===== src/rtl/freq_disp_ctrl.sv =====
// freq_disp_ctrl: shift-add-3 BCD conversion, auto-ranging 4-digit window and scan clock for a 7-segment frequency display
module freq_disp_ctrl #(
  parameter int CNT_W    = 24,
  parameter int SCAN_DIV = 25000
) (
  input  logic             clock,
  input  logic             reset,
  input  logic [CNT_W-1:0] count,
  input  logic             count_valid,
  output logic             busy,
  output logic             upd,
  output logic [3:0]       l_0,
  output logic [3:0]       l_1,
  output logic [3:0]       l_2,
  output logic [3:0]       l_3,
  output logic             DP_1,
  output logic             DP_2,
  output logic             DP_3,
  output logic [1:0]       range,
  output logic             clock_led
);
  localparam int PW = SCAN_DIV > 1 ? $clog2(SCAN_DIV) : 1;
  localparam int IW = $clog2(CNT_W + 1);
  typedef enum logic [1:0] {IDLE, CONV, LOAD} state_t;
  state_t           r_state;
  logic [PW-1:0]    r_pre;
  logic [CNT_W-1:0] r_sh;
  logic [CNT_W-1:0] r_pend;
  logic             r_pend_v;
  logic [31:0]      r_bcd;
  logic [IW-1:0]    r_iter;
  logic [31:0]      w_adj;
  logic [15:0]      w_win;
  logic [2:0]       w_dp;
  logic [1:0]       w_rng;
  for (genvar i = 0; i < 8; i++) begin : g_adj
    assign w_adj[4*i+:4] = r_bcd[4*i+:4] >= 4'd5 ? r_bcd[4*i+:4] + 4'd3 : r_bcd[4*i+:4];
  end
  assign w_rng = |r_bcd[31:28] ? 2'd3 : |r_bcd[27:24] ? 2'd2 : |r_bcd[23:16] ? 2'd1 : 2'd0;
  assign w_win = |r_bcd[31:28] ? r_bcd[31:16] :
                 |r_bcd[27:24] ? r_bcd[27:12] :
                 |r_bcd[23:20] ? r_bcd[23:8]  :
                 |r_bcd[19:16] ? r_bcd[19:4]  : r_bcd[15:0];
  assign w_dp  = w_rng != 2'd1 ? 3'b000 : |r_bcd[23:20] ? 3'b001 : 3'b010;
  always_ff @(posedge clock or posedge reset) begin
    if (reset) begin
      r_pre     <= '0;
      clock_led <= 1'b0;
    end else if (r_pre == PW'(SCAN_DIV - 1)) begin
      r_pre     <= '0;
      clock_led <= ~clock_led;
    end else begin
      r_pre <= r_pre + 1'b1;
    end
  end
  always_ff @(posedge clock or posedge reset) begin
    if (reset) begin
      r_state  <= IDLE;
      r_sh     <= '0;
      r_pend   <= '0;
      r_pend_v <= 1'b0;
      r_bcd    <= '0;
      r_iter   <= '0;
      busy     <= 1'b0;
      upd      <= 1'b0;
      {l_3, l_2, l_1, l_0} <= '0;
      {DP_3, DP_2, DP_1}   <= '0;
      range    <= '0;
    end else begin
      upd <= 1'b0;
      case (r_state)
        IDLE: if (count_valid) begin
          r_sh    <= count;
          r_bcd   <= '0;
          r_iter  <= '0;
          busy    <= 1'b1;
          r_state <= CONV;
        end
        CONV: begin
          {r_bcd, r_sh} <= {w_adj, r_sh} << 1;
          r_iter        <= r_iter + 1'b1;
          if (count_valid) begin
            r_pend   <= count;
            r_pend_v <= 1'b1;
          end
          if (r_iter == IW'(CNT_W - 1)) r_state <= LOAD;
        end
        default: begin
          {l_3, l_2, l_1, l_0} <= w_win;
          {DP_3, DP_2, DP_1}   <= w_dp;
          range    <= w_rng;
          upd      <= 1'b1;
          r_pend_v <= 1'b0;
          // a strobe landing on this edge is newer than anything pending
          if (count_valid || r_pend_v) begin
            r_sh    <= count_valid ? count : r_pend;
            r_bcd   <= '0;
            r_iter  <= '0;
            r_state <= CONV;
          end else begin
            busy    <= 1'b0;
            r_state <= IDLE;
          end
        end
      endcase
    end
  end
endmodule


===== config.mk =====
export PLATFORM = sky130hd
export DESIGN_NAME = freq_disp_ctrl
export DESIGN_NICKNAME = d
export VERILOG_FILES = /design/src/rtl/freq_disp_ctrl.sv
export SDC_FILE = /design/constraint.sdc
export NUM_CORES = 1
export LEC_CHECK = 0
export BUFFER_PORTS_ARGS = -buffer_cell sky130_fd_sc_hd__buf_2
export CORE_ASPECT_RATIO = 0.7
export CORE_UTILIZATION = 50
export DETAILED_ROUTE_END_ITERATION = 16
export PLACE_DENSITY = 0.73
export SLEW_MARGIN = 20
export SYNTH_ARGS = -nofsm -noshare
export SYNTH_HDL_FRONTEND = slang
export SYNTH_SLANG_ARGS = --single-unit

===== constraint.sdc =====
create_clock -name clock -period 5.15 [get_ports clock]
set_input_delay 1.2875 -clock clock [delete_from_list [all_inputs] [get_ports clock]]
set_output_delay 1.2875 -clock clock [all_outputs]
set_load 0.02 [all_outputs]

=== Word level (Yosys, flattened, before mapping) ===
Cells that the tools add are included.

* Register bits: 127
* Input port bits: 27
* Output and inout port bits: 24
* Logic and storage cells: 97

* Add/subtract/negate cells: 10
* Order comparisons: 8
* Equal/unequal tests: 8
* Muxes and demuxes: 37
* Bitwise logic cells: 3
* Reduce and logical (&&, ||, !) cells: 13

{| class="wikitable"
|+ Operators with widths
! kind !! number
|-
| 2-to-1 mux 24 bit || 3
|-
| 2-to-1 mux 16 bit || 4
|-
| 2-to-1 mux 32 bit || 2
|-
| one-hot mux 32 bit (2 select lines) || 1
|-
| one-hot mux 24 bit (2 select lines) || 1
|-
| greater-or-equal comparator 4 x 3 -> 1 bit, second input constant || 8
|-
| adder 4 x 2 -> 4 bit, second input constant || 7
|-
| 2-to-1 mux 4 bit || 7
|-
| OR reduction 4 bit || 4
|-
| adder 15 x 1 -> 15 bit, second input constant || 1
|-
| equality test 15 bit, second input constant || 1
|-
| 2-to-1 mux 15 bit || 1
|-
| 2-to-1 mux 2 bit || 6
|-
| 2-to-1 mux 5 bit || 2
|-
| one-hot mux 5 bit (2 select lines) || 1
|-
| OR reduction 8 bit || 1
|-
| inequality test 2 bit, second input constant || 3
|-
| AND reduction 2 bit || 3
|-
| adder 5 x 1 -> 5 bit, second input constant || 1
|-
| equality test 5 bit, second input constant || 1
|-
| 2-to-1 mux 1 bit || 5
|-
| inequality test 2 x 1 -> 1 bit, second input constant || 2
|-
| one-hot mux 1 bit (2 select lines) || 2
|-
| one-hot mux 2 bit (2 select lines) || 1
|-
| 9 further kinds || 11
|}

=== Longest topological paths before layout ===
Gate-level depths: netlist (run 1).

* Depth in word-level cells: 6
* Gate-level depth with buffers: 7
* Mapped depth without buffers: 6

=== Least setup slack after synthesis (run 1) ===
OpenSTA, ideal clock, no wires.

* Path type: input -> register
* Start point: input count_valid
* End point: register r_sh[19]
* Data arrival time: 2362 ps
* Setup slack: 2654 ps
* Stages on the path: 5
* Path buffers: 2
* Path through: clkbuf_1 clkbuf_1 mux2_2 o21ai_0 o21ai_0

* Word-level cells in the longest chain between the ends: 3

{| class="wikitable"
|+ RTL lines
! item !! line !! text
|-
| start: declaration || 9 || <nowiki>input logic count_valid,</nowiki>
|-
| 2-to-1 mux 24 bit or logical OR 1 bit (tied branches) || n/a ||
|-
| 2-to-1 mux 24 bit or nonzero test 3 bit (tied branches) || n/a ||
|-
| one-hot mux 24 bit (2 select lines) or AND reduction 2 bit (tied branches) || n/a ||
|-
| end signal: assignment || 73 || <nowiki>r_sh <= count;</nowiki>
|-
| end signal: assignment || 80 || <nowiki>{r_bcd, r_sh} <= {w_adj, r_sh} << 1;</nowiki>
|-
| end signal: assignment || 96 || <nowiki>r_sh <= count_valid ? count : r_pend;</nowiki>
|-
| end: declaration || 27 || <nowiki>logic [CNT_W-1:0] r_sh;</nowiki>
|}

Several ways; a longest one is shown, not always the timed one. The select of a mux whose other input is x is not followed.
A chain may end at the register's enable or synchronous reset.

=== Final worst setup path (run 1) ===
* Start point: register r_state[1]
* End point: register r_bcd[0]

* Word-level cells in the longest chain between the ends: 3

{| class="wikitable"
|+ RTL lines
! item !! line !! text
|-
| start: declaration || 25 || <nowiki>state_t r_state;</nowiki>
|-
| start signal: assignment || 58 || <nowiki>r_state <= IDLE;</nowiki>
|-
| start signal: assignment || 77 || <nowiki>r_state <= CONV;</nowiki>
|-
| start signal: assignment || 86 || <nowiki>if (r_iter == IW'(CNT_W - 1)) r_state <= LOAD;</nowiki>
|-
| equality test 2 x 1 -> 1 bit or zero test 2 bit (tied branches) || 71 || <nowiki>case (r_state)</nowiki>
|-
| nonzero test 3 bit (no source line) or inequality test 2 bit (tied branches) || n/a ||
|-
| AND reduction 2 bit (no source line) || n/a ||
|-
| end signal: assignment || 80 ||
|-
| end: declaration || 30 || <nowiki>logic [31:0] r_bcd;</nowiki>
|}

Several ways; a longest one is shown, not always the timed one.

==> results of run 1 <==
-- cell usage after synthesis (3+ instances only) --
cell and count:
mux2_2 46, o21ai_0 56, nor3b_1 8, or3b_2 4
a22oi_1 14, buf_2 11, dfrtp_1 126, nand4_1 3
o221ai_1 14, a32o_1 8, clkbuf_1 38, o31ai_1 13
inv_1 22, ha_1 21, a22o_1 10, a21oi_1 26
xor2_1 10, mux2i_1 35, xnor2_1 12, nor2_1 25
a32oi_1 12, nor3_1 3, nand2_1 86, nand3_1 6
o22ai_1 20, nand2b_1 10
-- worst max-delay path, stage by stage, from the launching register on --
cell	delay, ns
dfrtp_1	0.98
nand2b_1	0.46
buf_4	0.38
nand2_1	0.62
o21ai_0	0.41
-- per-layer routing --
layer / share of wire, % / wire [um] / global-route usage, % / up-vias
met5: 0 / 0 / 0 / -
met4: 1.6 / 271 / 8.612 / 0
met3: 8.5 / 1411 / 7.029 / 28
met2: 44 / 7318 / 38.69 / 242
met1: 46 / 7559 / 35.44 / 2629
li1: - / - / - / 2482
-- final cells by class --
class / instances / share of cell area, %
clock buffer: 22 / 6.119
clock inverter: 10 / 1.760
inverter: 22 / 1.130
multi-input combinational: 471 / 43.32
sequential: 126 / 40.68
tap: 185 / 2.987
timing repair buffer: 56 / 4.004
-- state kept, by name (all words and copies together), names as in the netlist --
register and cells:
r_bcd 32, r_iter 5, r_pend_v 1, r_pend 24
upd 1, DP_2 1, busy 1, l_1 4
range 2, l_2 4, r_sh 24, l_0 4
clock_led 1, l_3 4, r_state 2, r_pre 15
DP_1 1
-- cells by family (layout without fill, tap and decap cells) --
| logic type | Yosys count | in the layout | share of synthesized area, % |
|---|---|---|---|
| DFF | 126 | 126 | 46.39 |
| and+or+nand+nor | 165 | 165 | 12.08 |
| other | 1 | 1 | 0.05518 |
| buffers and inverters | 74 | 110 | 4.345 |
| muxes | 81 | 81 | 12.78 |
| xor gates and xnor gates | 22 | 22 | 2.835 |
| AOI/OAI and AO/OA | 181 | 181 | 17.65 |
| adders and majority gates | 21 | 21 | 3.866 |
-- final timing paths --
path | to | depth (start not counted) | startpoint
worst max-delay path | r_bcd[0]$_DFFE_PP0P_ | 4 | r_state[1]$_DFFE_PP0P_
worst min-delay path | clock_led$_DFFE_PP0N_ | 1 | clock_led$_DFFE_PP0N_
max in group asynchronous | r_bcd[1]$_DFFE_PP0P_ | 3 | reset
worst max register to register | r_bcd[0]$_DFFE_PP0P_ | 4 | r_state[1]$_DFFE_PP0P_
min in group asynchronous | r_pre[11]$_DFF_PP0_ | 2 | reset
worst min register to register | clock_led$_DFFE_PP0N_ | 1 | clock_led$_DFFE_PP0N_
-- power breakdown --
part | leakage, nW | switching (mW) | internal, mW
Combinational | 1.75 | 0.687 | 0.511
Clock | 0.292 | 0.444 | 0.797
Sequential | 1.58 | 0.237 | 1.17
Total | 3.62 | 1.37 | 2.48
==> flow_metrics.tcl, run 1 <==
set metrics [dict create \
    core_sq_um 13230 \
    synth_top_area_share_pct 46.39 \
    tightest_slew_ns 0.9695 \
    grt_pass1_vias 5337 \
    syn_area_sq_um 6797 \
    ant_nets 0 \
    syn_inst 671 \
    rows 35 \
    synth_seq_cells 126 \
    crit_required_ns 5.46 \
    placed_area_sq_um 7114 \
    ys_types 53 \
    cts_tree "yes" \
    cts_root_buffer "clkbuf_16" \
    multi_input_area_sq_um 3357 \
    synthTopCellsByArea "dfrtp_1 (46%), mux2_2 (7.6%), mux2i_1 (5.2%)" \
    ir_worst_vdd_v 0.0003435 \
    die-height_um 99.55 \
    fin_util_pct 58.60 \
    viasPerCell 6.033 \
    h-tree-depth 4 \
    drv_cap 0 \
    fin_ws_ns 2.178 \
    setup_viol 0 \
    avgSynthCellArea_sq_um 10.13 \
    grt_max_degree 81 \
    p_leak_nw 3.617 \
    critical_path_arrival_ns 3.28 \
    cts_setup_buffers 0 \
    setup_tns_ns 0 \
    io_buffers 49 \
    async_flop_share_pct 100.0 \
    startpoint_type "register" \
    reg2reg_slack_ns 2.18 \
    die_w_um 141.4 \
    ios 51 \
    slew_violations 0 \
    drive_gt1_share_pct 20.79 \
    fill_cells 1100 \
    ctsHoldBuffers 0 \
    critical_path_class "reg2reg" \
    clkLatencyLatePin_ns 0.43 \
    status "complete, no violations" \
    antenna_found_initial 0 \
    dp_cells 859 \
    final_cell_mix "dfrtp_1 (126), nand2_1 (85), o21ai_0 (56)" \
    clockBufferDepth 2 \
    initial_core_util_pct 51.39 \
    timing.final.crit_period_ns 2.972 \
    final_design_area_no_fill_sq_um 7750 \
    regArea_sq_um 3153 \
    synth-edff-count 0 \
    hold_path.class "reg2reg" \
    wl_per_cell_um 18.56 \
    critPathMaxFanout 31 \
    cts-resized-gates 0 \
    clkTransAtPathRegs_ns 0.06 \
    end_kind "register" \
    cts_sinks 126 \
    hpwl_um 10650 \
    drtPass1Iterations 9 \
    timing.final.crit_share_pct 57.70 \
    drtIter0Drc 449 \
    hold_ws_ns 0.4629 \
    place_congestion 0.8729 \
    cts_buffers 17 \
    slew_headroom_pct 35.09 \
    drc 0 \
    num_vias 5381 \
    powerDensity_nw_per_um2 496.3 \
    yosys_warnings 0 \
    finalPower_mw 3.846 \
    yosysSeqAreaShare_pct 46.39 \
    yosys.area.top_type "dfrtp_1" \
    grtUsageTotal_pct 25.54 \
    antennaDiodeCount 0 \
    final_common_cell "dfrtp_1" \
    grt.overflow.total 0 \
    place_ws_ns 1.907 \
    grt_pass1_wl_um 27760 \
    final_cells 892 \
    nets 742 \
    area_growth_pct 14.03 \
    drt-total-wl_um 16560 \
    synth_flop_cell "dfrtp_1" \
    max_freq_ghz 0.3365 \
    die_area_sq_um 14070 \
    rsz0062_at_grt "false" \
    hold_viol 0 \
    skew_ns 0.01548 \
    synth_nets 719 \
]
(Power assumes the default switching activity.)
==> run 2, diff against run 1 <==
Settings changed: PLACE_DENSITY 0.73 to 0.76.
Clock period 5.15 ns to 2.55 ns, I/O delays scaled along.
==> run 2 against run 1 <==
Final cell count is 1.6% higher. Die area did not move. First-iteration DRC count grew 7.3%. Worst hold slack got worse by 0.20 ns. Critical path depth is 2 higher. Register-to-register slack worse by 1.9 ns. Utilization increased by 0.89 points. Clock power rose by 100%. Via count grew 1.2%. Count of clock-buffer cells in the layout is the same. Critical endpoint is now l_2[0]$_DFFE_PP0P_. Largest cell class unchanged.
==> flow_metrics.tcl, run 2 (synthesized netlist as in run 1, its figures left out) <==
set metrics [dict create \
    critical_path_arrival_ns 2.59 \
    p_comb_share_pct 31.9 \
    die_w_um 141.4 \
    regArea_sq_um 3153 \
    hpwl_um 10990 \
    place_ws_ns 0.3865 \
    p_switching_mw 2.760 \
    grt_max_degree 66 \
    hold_viol 0 \
    antennaDiodeCount 0 \
    tightest_slew_ns 0.5955 \
    slew_violations 0 \
    p_clk_share_pct 32.2 \
    cp_slowest_stage_delay_ns 0.50 \
    die-height_um 99.55 \
    drtPass1Iterations 5 \
    grtUsageTotal_pct 25.46 \
    ios 51 \
    final_common_cell "dfrtp_1" \
    place_congestion 0.9225 \
    cts_tree "yes" \
    timing.final.crit_period_ns 2.260 \
    startpoint_type "register" \
    ant_nets 0 \
    ir_worst_vdd_v 0.0007147 \
    cpMaxStageDelayCell "or3b_2" \
    critical_path_class "reg2reg" \
    slew_headroom_pct 60.00 \
    rows 35 \
    share_seq_of_total_power_pct 35.8 \
    path_cells "inv_1 > ha_1 > or3b_2 > nand2_1 > o221ai_1 > a32oi_1" \
    cts_buffers 17 \
    drv_cap 0 \
    critPathMaxFanout 14 \
    drc 0 \
    rsz0062_at_grt "false" \
    setup_tns_ns 0 \
    cts_root_buffer "clkbuf_16" \
    powerDensity_nw_per_um2 995.6 \
    drtIter0Drc 482 \
    core_sq_um 13230 \
    p_int_mw 5.073 \
    fill_cells 1118 \
    setup_viol 0 \
    hold_path.class "in2async" \
    cts-resized-gates 0 \
    timing.final.crit_share_pct 88.64 \
    antenna_found_initial 0 \
    p_leak_nw 3.701 \
    drive_gt1_share_pct 22.19 \
    final_cell_mix "dfrtp_1 (126), nand2_1 (86), o21ai_0 (56)" \
    top_register "r_bcd" \
    grt.overflow.total 0 \
    p_sw_share_pct 35.23 \
    h-tree-depth 4 \
    max_freq_ghz 0.4424 \
    grt_pass1_wl_um 27760 \
    cts_setup_buffers 0 \
    multi_input_area_sq_um 3349 \
    clockBufferDepth 2 \
    skew_ns 0.01146 \
    nets 756 \
    die_area_sq_um 14070 \
    clkLatencyLatePin_ns 0.42 \
    end_kind "register" \
    crit_required_ns 2.88 \
    area_growth_pct 15.76 \
    drt-total-wl_um 16630 \
    initial_core_util_pct 51.39 \
    wl_per_cell_um 18.35 \
    largest_register_ffs 32 \
    clkTransAtPathRegs_ns 0.06 \
    top_regs "r_bcd: 32 flops, r_pend: 24 flops, r_sh: 24 flops" \
    ctsHoldBuffers 0 \
    status "complete, no violations" \
    viasPerCell 6.010 \
    grt_pass1_vias 5472 \
    cts_sinks 126 \
    reg2reg_slack_ns 0.29 \
    io_buffers 49 \
    num_vias 5445 \
    fin_ws_ns 0.2898 \
]
==> run 2: path summary, 6_finish.rpt <==
check	from	endpoint	cells past startpoint
max	r_bcd[24]$_DFFE_PP0P_	l_2[0]$_DFFE_PP0P_	6
min	reset	r_pre[6]$_DFF_PP0_	2
max reg2reg	r_bcd[24]$_DFFE_PP0P_	l_2[0]$_DFFE_PP0P_	6
min reg2reg	clock_led$_DFFE_PP0N_	clock_led$_DFFE_PP0N_	1
max in group asynchronous	reset	l_3[0]$_DFFE_PP0P_	3
min in group clock	clock_led$_DFFE_PP0N_	clock_led$_DFFE_PP0N_	1
==> run 2: through the flow <==
| stage | instances | util [%] | total power, mW | hold slack, ns | area, sq um |
|---|---|---|---|---|---|
| global route | 906 | 59.49 | 8.205 | 0.2899 | 7868 |
| finish | 906 | 59.49 | 7.833 | 0.2630 | 7868 |
| floorplan | 671 | - | 4.514 | 0.4468 | 6800 |
| CTS | 906 | 59.49 | 7.801 | 0.2633 | 7868 |
| global placement | 874 | 54.81 | 5.143 | 0.4568 | 7248 |
| detailed placement | 874 | 54.81 | 5.258 | 0.4578 | 7248 |
==> run 2: layout make-up <==
class / instances / area share (%)
clock buffers: 22 / 6.155
well taps: 185 / 2.942
multi-input cells: 471 / 42.57
repair buffers: 70 / 5.439
flip-flops and latches: 126 / 40.08
inverters: 22 / 1.097
clock inverters: 10 / 1.718
==> run 2: critical path: cells and delay by family, from the launching register on <==
kind / cells / cell delay [ns]
and+or+nand+nor: 2 / 0.92
DFF: 1 / 0.44
AOI/OAI and AO/OA: 2 / 0.44
adders and majority gates: 1 / 0.20
buffers and inverters: 1 / 0.16
==> run 2: power groups by stage <==
| stage | logic [mW] | registers (mW) | clock network, mW |
|---|---|---|---|
| 6_report | 2.50 | 2.81 | 2.53 |
| 3_5_place_dp | 2.44 | 2.81 | 0 |
| 5_1_grt | 2.73 | 2.85 | 2.63 |
| 3_3_place_gp | 2.36 | 2.78 | 0 |
| 2_1_floorplan | 1.74 | 2.77 | 0 |
| 4_1_cts | 2.48 | 2.78 | 2.54 |
==> run 2: metal layers <==
layer | routed length [um] | GRT usage [%] | up-vias | share of wire [%]
li1 | - | - | 2505 | -
met3 | 1108 | 6.018 | 24 | 6.7
met4 | 225 | 8.779 | 0 | 1.4
met5 | 0 | 0 | - | 0
met2 | 7516 | 39.60 | 199 | 45
met1 | 7779 | 35.02 | 2717 | 47
==> run 3, diff against run 2 <==
Settings changed: BUFFER_PORTS_ARGS -buffer_cell sky130_fd_sc_hd__buf_2 to not set, DONT_BUFFER_PORTS set to 1, PLACE_DENSITY 0.76 to 0.73.
==> run 3 against run 2 <==
Register-to-register slack lost 0.04 ns. Clock power rose by 4%. Final cell count is 5.8% lower. Design area is 3.2% lower. First-iteration DRC count down 12%. Combinational power down 17%. Sequential power increased by 7.1%. Critical path type unchanged. Largest cell class unchanged. Largest power group unchanged.
==> flow_metrics.tcl, run 3 (synthesized netlist as in run 1, its figures left out) <==
set metrics [dict create \
    hold_path.class "in2async" \
    core_sq_um 13230 \
    grt.overflow.total 0 \
    drive_gt1_share_pct 16.17 \
    hold_ws_ns 0.2681 \
    final_common_cell "dfrtp_1" \
    final_cell_mix "dfrtp_1 (126), nand2_1 (86), o21ai_0 (56)" \
    cts_setup_buffers 0 \
    drv_cap 0 \
    largest_register_ffs 32 \
    cp_slowest_stage_delay_ns 0.51 \
    ir_worst_vdd_v 0.0006114 \
    area_growth_pct 12.04 \
    grt_pass1_vias 5240 \
    setup_tns_ns 0 \
    num_vias 5249 \
    initial_core_util_pct 51.39 \
    antennaDiodeCount 0 \
    rsz0062_at_grt "false" \
    timing.final.crit_share_pct 90.38 \
    clkTransAtPathRegs_ns 0.06 \
    ant_nets 0 \
    place_congestion 0.9170 \
    status "complete, no violations" \
    ios 51 \
    grt_pass1_wl_um 27050 \
    timing.final.crit_period_ns 2.305 \
    p_leak_nw 3.481 \
    grt_max_degree 127 \
    viasPerCell 6.154 \
    tightest_slew_ns 0.6843 \
    critical_path_arrival_ns 2.63 \
    max_freq_ghz 0.4339 \
    slew_headroom_pct 54.38 \
    top_regs "r_bcd: 32 flops, r_pend: 24 flops, r_sh: 24 flops" \
    end_kind "register" \
    cts_tree "yes" \
    path_cells "inv_1 > ha_1 > or3b_2 > nand2_1 > o221ai_1 > a22oi_1" \
    cts-resized-gates 0 \
    ctsHoldBuffers 0 \
    clockBufferDepth 2 \
    die_w_um 141.4 \
    skew_ns 0.007985 \
    cts_sinks 126 \
    die_area_sq_um 14070 \
    drc 0 \
    critPathMaxFanout 14 \
    startpoint_type "register" \
    io_buffers 0 \
    die-height_um 99.55 \
    cpMaxStageDelayCell "or3b_2" \
    drtPass1Iterations 5 \
    nets 703 \
    clkLatencyLatePin_ns 0.41 \
    antenna_found_initial 0 \
    setup_viol 0 \
    grtUsageTotal_pct 24.64 \
    top_register "r_bcd" \
    cts_buffers 17 \
    rows 35 \
    hold_viol 0 \
    wl_per_cell_um 19.01 \
    drtIter0Drc 424 \
    slew_violations 0 \
    critical_path_class "reg2reg" \
    drt-total-wl_um 16210 \
    hpwl_um 10320 \
    crit_required_ns 2.87 \
    cts_root_buffer "clkbuf_16" \
    h-tree-depth 4 \
    powerDensity_nw_per_um2 1012 \
]
-- run 3: final timing paths --
path / from / end / slack, ns / cells past startpoint
hold reg to reg: r_sh[0]$_DFFE_PP0P_ / r_sh[0]$_DFFE_PP0P_ / 0.48 / 2
max in group asynchronous: reset / r_bcd[4]$_DFFE_PP0P_ / 1.76 / 2
hold / removal: reset / r_pend[20]$_DFFE_PP0P_ / 0.27 / 2
setup / recovery: r_bcd[24]$_DFFE_PP0P_ / l_2[2]$_DFFE_PP0P_ / 0.25 / 6
setup reg to reg: r_bcd[24]$_DFFE_PP0P_ / l_2[2]$_DFFE_PP0P_ / 0.25 / 6
min in group clock: count[2] / r_pend[2]$_DFFE_PP0P_ / 0.37 / 1
-- run 3: critical path: cells and delay by family (launching register included) --
| family | cells | cell delay, ns |
|---|---|---|
| flip-flops | 1 | 0.44 |
| adder cells (fa/ha/maj) | 1 | 0.23 |
| AO/OA/AOI/OAI | 2 | 0.44 |
| buffers and inverters | 1 | 0.18 |
| AND/OR/NAND/NOR | 2 | 0.93 |
-- run 3: layer usage --
layer	up-vias	share of wire (%)	routed length, um	GRT usage [%]
li1	2404	-	-	-
met2	189	45	7296	38.12
met3	20	7.5	1209	6.596
met4	0	1.2	194	6.773
met1	2636	46	7511	34.18
met5	-	0	0	0
-- run 3: where the power goes --
| group | internal (mW) | switching, mW | total [mW] | leakage [nW] |
|---|---|---|---|---|
| clock | 1.69 | 0.926 | 2.62 | 0.309 |
| sequential | 2.36 | 0.646 | 3.01 | 1.58 |
| combinational | 0.956 | 1.13 | 2.08 | 1.60 |
-- run 3: layout make-up --
class	count	area, sq um
fillers	1095	5610
multi-input cells	471	3349
flip-flops and latches	126	3153
clock buffers	19	452.9
well taps	185	231.5
clock inverters	13	188.9
repair buffers	17	152.6
inverters	22	86.33
-- run 3: metrics by stage --
step / cell area [sq um] / util, % / setup WS, ns / std cells / power [mW]
after floorplan: 6800 / - / 0.3592 / 671 / 4.514
after global placement: 6973 / 52.72 / 0.4152 / 821 / 4.978
after detailed placement: 6973 / 52.72 / 0.3095 / 821 / 5.046
after CTS: 7615 / 57.58 / 0.2702 / 853 / 7.676
after global routing: 7615 / 57.58 / 0.1142 / 853 / 8.069
final: 7615 / 57.58 / 0.2453 / 853 / 7.706
